==> config.mk <==
export PLATFORM = sky130hd
export DESIGN_NAME = axil_mem_responder
export DESIGN_NICKNAME = d
export VERILOG_FILES = /design/src/rtl/axil_mem_responder.sv
export SDC_FILE = /design/constraint.sdc
export NUM_CORES = 1
export LEC_CHECK = 0
export ABC_CLOCK_PERIOD_IN_PS = 4400
export BUFFER_PORTS_ARGS = -buffer_cell sky130_fd_sc_hd__buf_2
export CORE_AREA = 2 2 122 124
export CTS_CLUSTER_DIAMETER = 30
export DETAILED_ROUTE_END_ITERATION = 6
export DIE_AREA = 0 0 124 126
export GPL_ROUTABILITY_DRIVEN = 1
export PLACE_DENSITY = 0.75
export SYNTH_ARGS = -nofsm -noshare
export SYNTH_HDL_FRONTEND = slang
export SYNTH_SLANG_ARGS = --single-unit
==> constraint.sdc <==
create_clock -name clk_i -period 4.4 [get_ports clk_i]
set_clock_uncertainty 0.2 [all_clocks]
set_input_delay 0.22 -clock clk_i [delete_from_list [all_inputs] [get_ports clk_i]]
set_output_delay 0.22 -clock clk_i [all_outputs]
set_load 0.005 [all_outputs]
==> src/rtl/axil_mem_responder.sv <==
// ============================================================================
// Module   : axil_mem_responder
// Purpose  : AXI4-Lite subordinate that replays one transaction at a time onto
//            a SimpleMemory-style request/response port. Optional address
//            window decode is enabled by defining AXIL_ADDR_CHECK_EN.
// Revision : 1.0 - initial release
// ============================================================================
`default_nettype none

module axil_mem_responder #(
   parameter int          ADDR_W    = 32,
   parameter int          DATA_W    = 32,
   parameter logic [63:0] ADDR_BASE = 64'h0,
   parameter logic [63:0] ADDR_SIZE = 64'd4096
) (
   input  logic                  clk_i,
   input  logic                  rst_i,
   input  logic                  s_awvalid_i,
   output logic                  s_awready_o,
   input  logic [ADDR_W-1:0]     s_awaddr_i,
   input  logic [2:0]            s_awprot_i,
   input  logic                  s_wvalid_i,
   output logic                  s_wready_o,
   input  logic [DATA_W-1:0]     s_wdata_i,
   input  logic [DATA_W/8-1:0]   s_wstrb_i,
   output logic                  s_bvalid_o,
   input  logic                  s_bready_i,
   output logic [1:0]            s_bresp_o,
   input  logic                  s_arvalid_i,
   output logic                  s_arready_o,
   input  logic [ADDR_W-1:0]     s_araddr_i,
   input  logic [2:0]            s_arprot_i,
   output logic                  s_rvalid_o,
   input  logic                  s_rready_i,
   output logic [DATA_W-1:0]     s_rdata_o,
   output logic [1:0]            s_rresp_o,
   output logic                  mem_valid_o,
   input  logic                  mem_ready_i,
   output logic                  mem_we_o,
   output logic [ADDR_W-1:0]     mem_addr_o,
   output logic [DATA_W-1:0]     mem_wdata_o,
   output logic [DATA_W/8-1:0]   mem_wstrb_o,
   input  logic                  mem_rvalid_i,
   input  logic [DATA_W-1:0]     mem_rdata_i,
   input  logic                  mem_err_i
);

   localparam int         c_strb_w     = DATA_W / 8;
   localparam logic [2:0] c_st_idle    = 3'd0;
   localparam logic [2:0] c_st_wr_req  = 3'd1;
   localparam logic [2:0] c_st_wr_wait = 3'd2;
   localparam logic [2:0] c_st_wr_resp = 3'd3;
   localparam logic [2:0] c_st_rd_req  = 3'd4;
   localparam logic [2:0] c_st_rd_wait = 3'd5;
   localparam logic [2:0] c_st_rd_resp = 3'd6;

   logic [2:0]          r_state;
   logic                r_run;
   logic                r_aw_full;
   logic [ADDR_W-1:0]   r_awaddr;
   logic                r_w_full;
   logic [DATA_W-1:0]   r_wdata;
   logic [c_strb_w-1:0] r_wstrb;
   logic                r_ar_full;
   logic [ADDR_W-1:0]   r_araddr;
   logic                r_prio_wr;
   logic [1:0]          r_resp;
   logic [DATA_W-1:0]   r_rdata;

   logic w_aw_acc, w_w_acc, w_ar_acc;
   logic w_wr_pend, w_rd_pend, w_grant_wr, w_grant_rd;
   logic w_wr_ok, w_rd_ok, w_free_wr, w_free_rd;
   logic w_unused_prot;

   assign w_unused_prot = &{1'b0, s_awprot_i, s_arprot_i};

`ifdef AXIL_ADDR_CHECK_EN
   assign w_wr_ok = (64'(r_awaddr) >= ADDR_BASE) && (64'(r_awaddr) < ADDR_BASE + ADDR_SIZE);
   assign w_rd_ok = (64'(r_araddr) >= ADDR_BASE) && (64'(r_araddr) < ADDR_BASE + ADDR_SIZE);
`else
   localparam logic [63:0] c_unused_win = ADDR_BASE + ADDR_SIZE;
   assign w_wr_ok = 1'b1;
   assign w_rd_ok = 1'b1;
`endif

   // Ready flags stay low while in reset and for the first cycle after it.
   assign s_awready_o = r_run & ~r_aw_full;
   assign s_wready_o  = r_run & ~r_w_full;
   assign s_arready_o = r_run & ~r_ar_full;

   assign w_aw_acc = s_awvalid_i & s_awready_o;
   assign w_w_acc  = s_wvalid_i  & s_wready_o;
   assign w_ar_acc = s_arvalid_i & s_arready_o;

   assign w_wr_pend  = r_aw_full & r_w_full;
   assign w_rd_pend  = r_ar_full;
   assign w_grant_wr = (r_state == c_st_idle) & w_wr_pend & (~w_rd_pend | r_prio_wr);
   assign w_grant_rd = (r_state == c_st_idle) & w_rd_pend & ~w_grant_wr;

   // Buffers are released on memory acceptance, or at grant when decode rejects them.
   assign w_free_wr = ((r_state == c_st_wr_req) & mem_ready_i) | (w_grant_wr & ~w_wr_ok);
   assign w_free_rd = ((r_state == c_st_rd_req) & mem_ready_i) | (w_grant_rd & ~w_rd_ok);

   always_ff @(posedge clk_i or posedge rst_i) begin
      if (rst_i) begin
         r_run     <= 1'b0;
         r_aw_full <= 1'b0;
         r_awaddr  <= '0;
         r_w_full  <= 1'b0;
         r_wdata   <= '0;
         r_wstrb   <= '0;
         r_ar_full <= 1'b0;
         r_araddr  <= '0;
      end else begin
         r_run <= 1'b1;
         if (w_aw_acc) begin
            r_aw_full <= 1'b1;
            r_awaddr  <= s_awaddr_i;
         end else if (w_free_wr) begin
            r_aw_full <= 1'b0;
         end
         if (w_w_acc) begin
            r_w_full <= 1'b1;
            r_wdata  <= s_wdata_i;
            r_wstrb  <= s_wstrb_i;
         end else if (w_free_wr) begin
            r_w_full <= 1'b0;
         end
         if (w_ar_acc) begin
            r_ar_full <= 1'b1;
            r_araddr  <= s_araddr_i;
         end else if (w_free_rd) begin
            r_ar_full <= 1'b0;
         end
      end
   end

   always_ff @(posedge clk_i or posedge rst_i) begin
      if (rst_i) begin
         r_state   <= c_st_idle;
         r_prio_wr <= 1'b1;
         r_resp    <= 2'b00;
         r_rdata   <= '0;
      end else begin
         case (r_state)
            c_st_idle: begin
               if (w_grant_wr) begin
                  r_prio_wr <= 1'b0;
                  if (w_wr_ok) begin
                     r_state <= c_st_wr_req;
                  end else begin
                     r_state <= c_st_wr_resp;
                     r_resp  <= 2'b11;
                  end
               end else if (w_grant_rd) begin
                  r_prio_wr <= 1'b1;
                  if (w_rd_ok) begin
                     r_state <= c_st_rd_req;
                  end else begin
                     r_state <= c_st_rd_resp;
                     r_resp  <= 2'b11;
                     r_rdata <= '0;
                  end
               end
            end
            c_st_wr_req:  if (mem_ready_i) r_state <= c_st_wr_wait;
            c_st_wr_wait: begin
               if (mem_rvalid_i) begin
                  r_resp  <= mem_err_i ? 2'b10 : 2'b00;
                  r_state <= c_st_wr_resp;
               end
            end
            c_st_wr_resp: if (s_bready_i) r_state <= c_st_idle;
            c_st_rd_req:  if (mem_ready_i) r_state <= c_st_rd_wait;
            c_st_rd_wait: begin
               if (mem_rvalid_i) begin
                  r_resp  <= mem_err_i ? 2'b10 : 2'b00;
                  r_rdata <= mem_rdata_i;
                  r_state <= c_st_rd_resp;
               end
            end
            c_st_rd_resp: if (s_rready_i) r_state <= c_st_idle;
            default:      r_state <= c_st_idle;
         endcase
      end
   end

   assign s_bvalid_o = (r_state == c_st_wr_resp);
   assign s_bresp_o  = r_resp;
   assign s_rvalid_o = (r_state == c_st_rd_resp);
   assign s_rresp_o  = r_resp;
   assign s_rdata_o  = r_rdata;

   // Request payload comes straight from the held buffers, zero outside request states.
   assign mem_valid_o = (r_state == c_st_wr_req) | (r_state == c_st_rd_req);
   assign mem_we_o    = (r_state == c_st_wr_req);
   assign mem_addr_o  = (r_state == c_st_wr_req) ? r_awaddr :
                        (r_state == c_st_rd_req) ? r_araddr : '0;
   assign mem_wdata_o = (r_state == c_st_wr_req) ? r_wdata : '0;
   assign mem_wstrb_o = (r_state == c_st_wr_req) ? r_wstrb : '0;

endmodule

`default_nettype wire

==> impl_metrics.env <==
export IMPL_synthAdderAreaFrac_pct=0
export IMPL_hold_path_class="in2reg"
export IMPL_overflow=0
export IMPL_relSlewSlack_pct=28.87
export IMPL_worstSetupPathType="reg2out"
export IMPL_synth_top_area_share_pct=57.67
export IMPL_rows=44
export IMPL_die_w_um=124
export IMPL_n_fill_cell=1009
export IMPL_synth_compound_area_share_pct=6.550
export IMPL_startpoint_type="flip-flop"
export IMPL_root_buffer="clkbuf_16"
export IMPL_p_per_area_nw_per_um2=627.3
export IMPL_grtUsageTotal_pct=23.49
export IMPL_post_cts_resized=0
export IMPL_dr_total_vias=5148
export IMPL_synthFlopType="dfrtp_1"
export IMPL_maxSlewViolCount=0
export IMPL_die_area_um2=15620
export IMPL_htree_levels=4
export IMPL_area_growth_pct=55.32
export IMPL_critical_path_arrival_ns=2.68
export IMPL_core_area_um2=14310
export IMPL_synth_simple_area_share_pct=7.209
export IMPL_dpl_worst_slack_ns=1.673
export IMPL_period_needed_ns=3.100
export IMPL_synth_xor_area_share_pct=0
export IMPL_peakVddDrop_uv=342.3
export IMPL_avgSynthCellArea_um2=14.06
export IMPL_initial_core_util_pct=42.44
export IMPL_first_iter_violations=266
export IMPL_antenna_found_initial=1
export IMPL_firstDrtPassIters=4
export IMPL_grt_pass1_wl_um=27830
export IMPL_ioPinCount=259
export IMPL_path_clk_slew_ns=0.06
export IMPL_grt_max_degree=67
export IMPL_cts_buffers=17
export IMPL_synthTopCellsByArea="dfrtp_1 (58%), mux2_2 (24%), a22o_1 (4.6%)"
export IMPL_syn_instance_count=432
export IMPL_drive_gt1_share_pct=51.63
export IMPL_status="finished clean"
export IMPL_io_buffers=250
export IMPL_hpwl_um=10490
export IMPL_wl_per_cell_um=17.84
export IMPL_p_total_mw=5.918
export IMPL_finalNonFillerCells=1012
export IMPL_fin_ws_ns=1.300
export IMPL_ys_ff_latch=141
export IMPL_clkLatencyLatePin_ns=0.41
export IMPL_ys_seq_area_share_pct=58.11
export IMPL_crit_required_ns=3.98
export IMPL_synthMostInstantiatedCell="dfrtp_1"
export IMPL_cellLeakagePower_nw=4.606
export IMPL_placed_cells=843
export IMPL_worstMarginPinSlew_ns=1.066
export IMPL_endpoint_kind="primary output"
export IMPL_max_freq_ghz=0.3225
export IMPL_rsz0062_at_grt="no"
export IMPL_cts_sinks=141
export IMPL_fin_tns_setup_ns=0
export IMPL_cp_max_fo=41
export IMPL_yosys_area_top_type="dfrtp_1"
export IMPL_gp_congestion=0.7917
export IMPL_clock_path_buffers=2
export IMPL_design_area_um2=9435
export IMPL_synthesis_area_um2=6075
export IMPL_finalHoldViolCount=0
export IMPL_antenna_left=0
export IMPL_post_synth_most_frequent_cells="dfrtp_1 (140), mux2_2 (132), and2_1 (38), a22o_1 (32), buf_2 (14)"
export IMPL_setup_viol=0
export IMPL_nNetsFinal=964
export IMPL_cts_tree="yes"
export IMPL_placed_area_um2=7458
export IMPL_muxShareOfSynthArea_pct=24.98
export IMPL_synth_top_family_by_area="multiplexers"
export IMPL_synth_warnings=0
export IMPL_first_global_vias=5596
export IMPL_synth_edf_count=0
export IMPL_cap_violations=0
export IMPL_fp_dieH_um=126
export IMPL_viasPerCell=5.087
export IMPL_finalCritPeriodShare_pct=70.46
export IMPL_ys_types=37
export IMPL_drc=0
export IMPL_async_flop_share_pct=100.0
export IMPL_drt_total_wl_um=18060
## cell type report
type	instances	area, um^2	share of cell area (%)
sequential	141	3530	37.41
timing repair buffer	394	2690	28.51
multi-input combinational	260	2377	25.20
clock buffer	21	480.5	5.092
tap	184	230.2	2.440
clock inverter	9	112.6	1.193
inverter	2	12.51	0.1326
antenna	1	2.502	0.02652
## worst max-delay path: stages (launching register included)
cell     delay, ns
dfrtp_1       0.66
nor3b_4       0.95
buf_12        0.31
a22o_1        0.19
buf_2         0.12
## stage by stage
stage	hold WS, ns	util [%]
after detailed placement	0.1527	52.11
final	0.1360	65.92
after global placement	0.1372	52.11
after global routing	0.1469	65.92
after floorplan	0.1704	-
after CTS	0.1045	65.90
## metal layers
| layer | routed length [um] | GRT usage (%) |
|---|---|---|
| met1 | 6426 | 24.65 |
| met2 | 9886 | 41.79 |
| met3 | 832 | 5.435 |
| met4 | 913 | 14.54 |
| met5 | 0 | 0 |
## registers in the layout, summed over array words and instances, names as in the netlist
register,flops
r_aw_full,1
r_awaddr,32
r_araddr,32
s_rdata_o,32
r_ar_full,1
r_wdata,32
r_prio_wr,1
r_run,1
r_w_full,1
r_wstrb,4
r_state,3
s_bresp_o,1
## worst paths after layout
check / cells after the start / from / slack (ns) / end
max in group asynchronous: 4 / rst_i / 2.77 / r_awaddr[23]
min reg2reg: 1 / r_wdata[27] / 0.30 / r_wdata[27]
min in group asynchronous: 3 / rst_i / 0.27 / r_wdata[13]
max reg2reg: 5 / r_state[0] / 1.87 / r_w_full
min: 4 / s_bready_i / 0.14 / r_state[2]
max: 4 / r_state[0] / 1.30 / mem_addr_o[6]
## timing repair
| action | CTS | global route |
|---|---|---|
| hold buffers | 138 | 0 |
| setup buffers | 0 | 0 |
| hold endpoints to repair | 201 | 0 |
## cells by family (layout without fill, tap and decap cells)
group / after synthesis / after routing
other: 2 / 4
AOI/OAI and AO/OA: 48 / 48
and+or+nand+nor: 74 / 74
muxes: 135 / 135
DFF: 141 / 141
buffers and inverters: 32 / 426
## cell usage in the layout (no fill, tap or decap), types with 4 or more instances in the layout
cell type,Yosys,final
nand2_1,13,13
dfrtp_1,140,140
and2_1,38,38
mux2_2,132,132
buf_2,14,250
buf_4,6,5
clkinvlp_4,0,4
dlygate4sd3_1,0,138
nor2b_1,8,8
clkbuf_16,0,17
a22o_1,32,32
clkbuf_8,0,4
## where the power goes
part	switching (mW)	total, mW	internal, mW
logic	0.882	2.12	1.24
registers	0.420	2.38	1.96
clock network	0.532	1.42	0.889
Note: power is estimated with default switching activity, not from simulation.
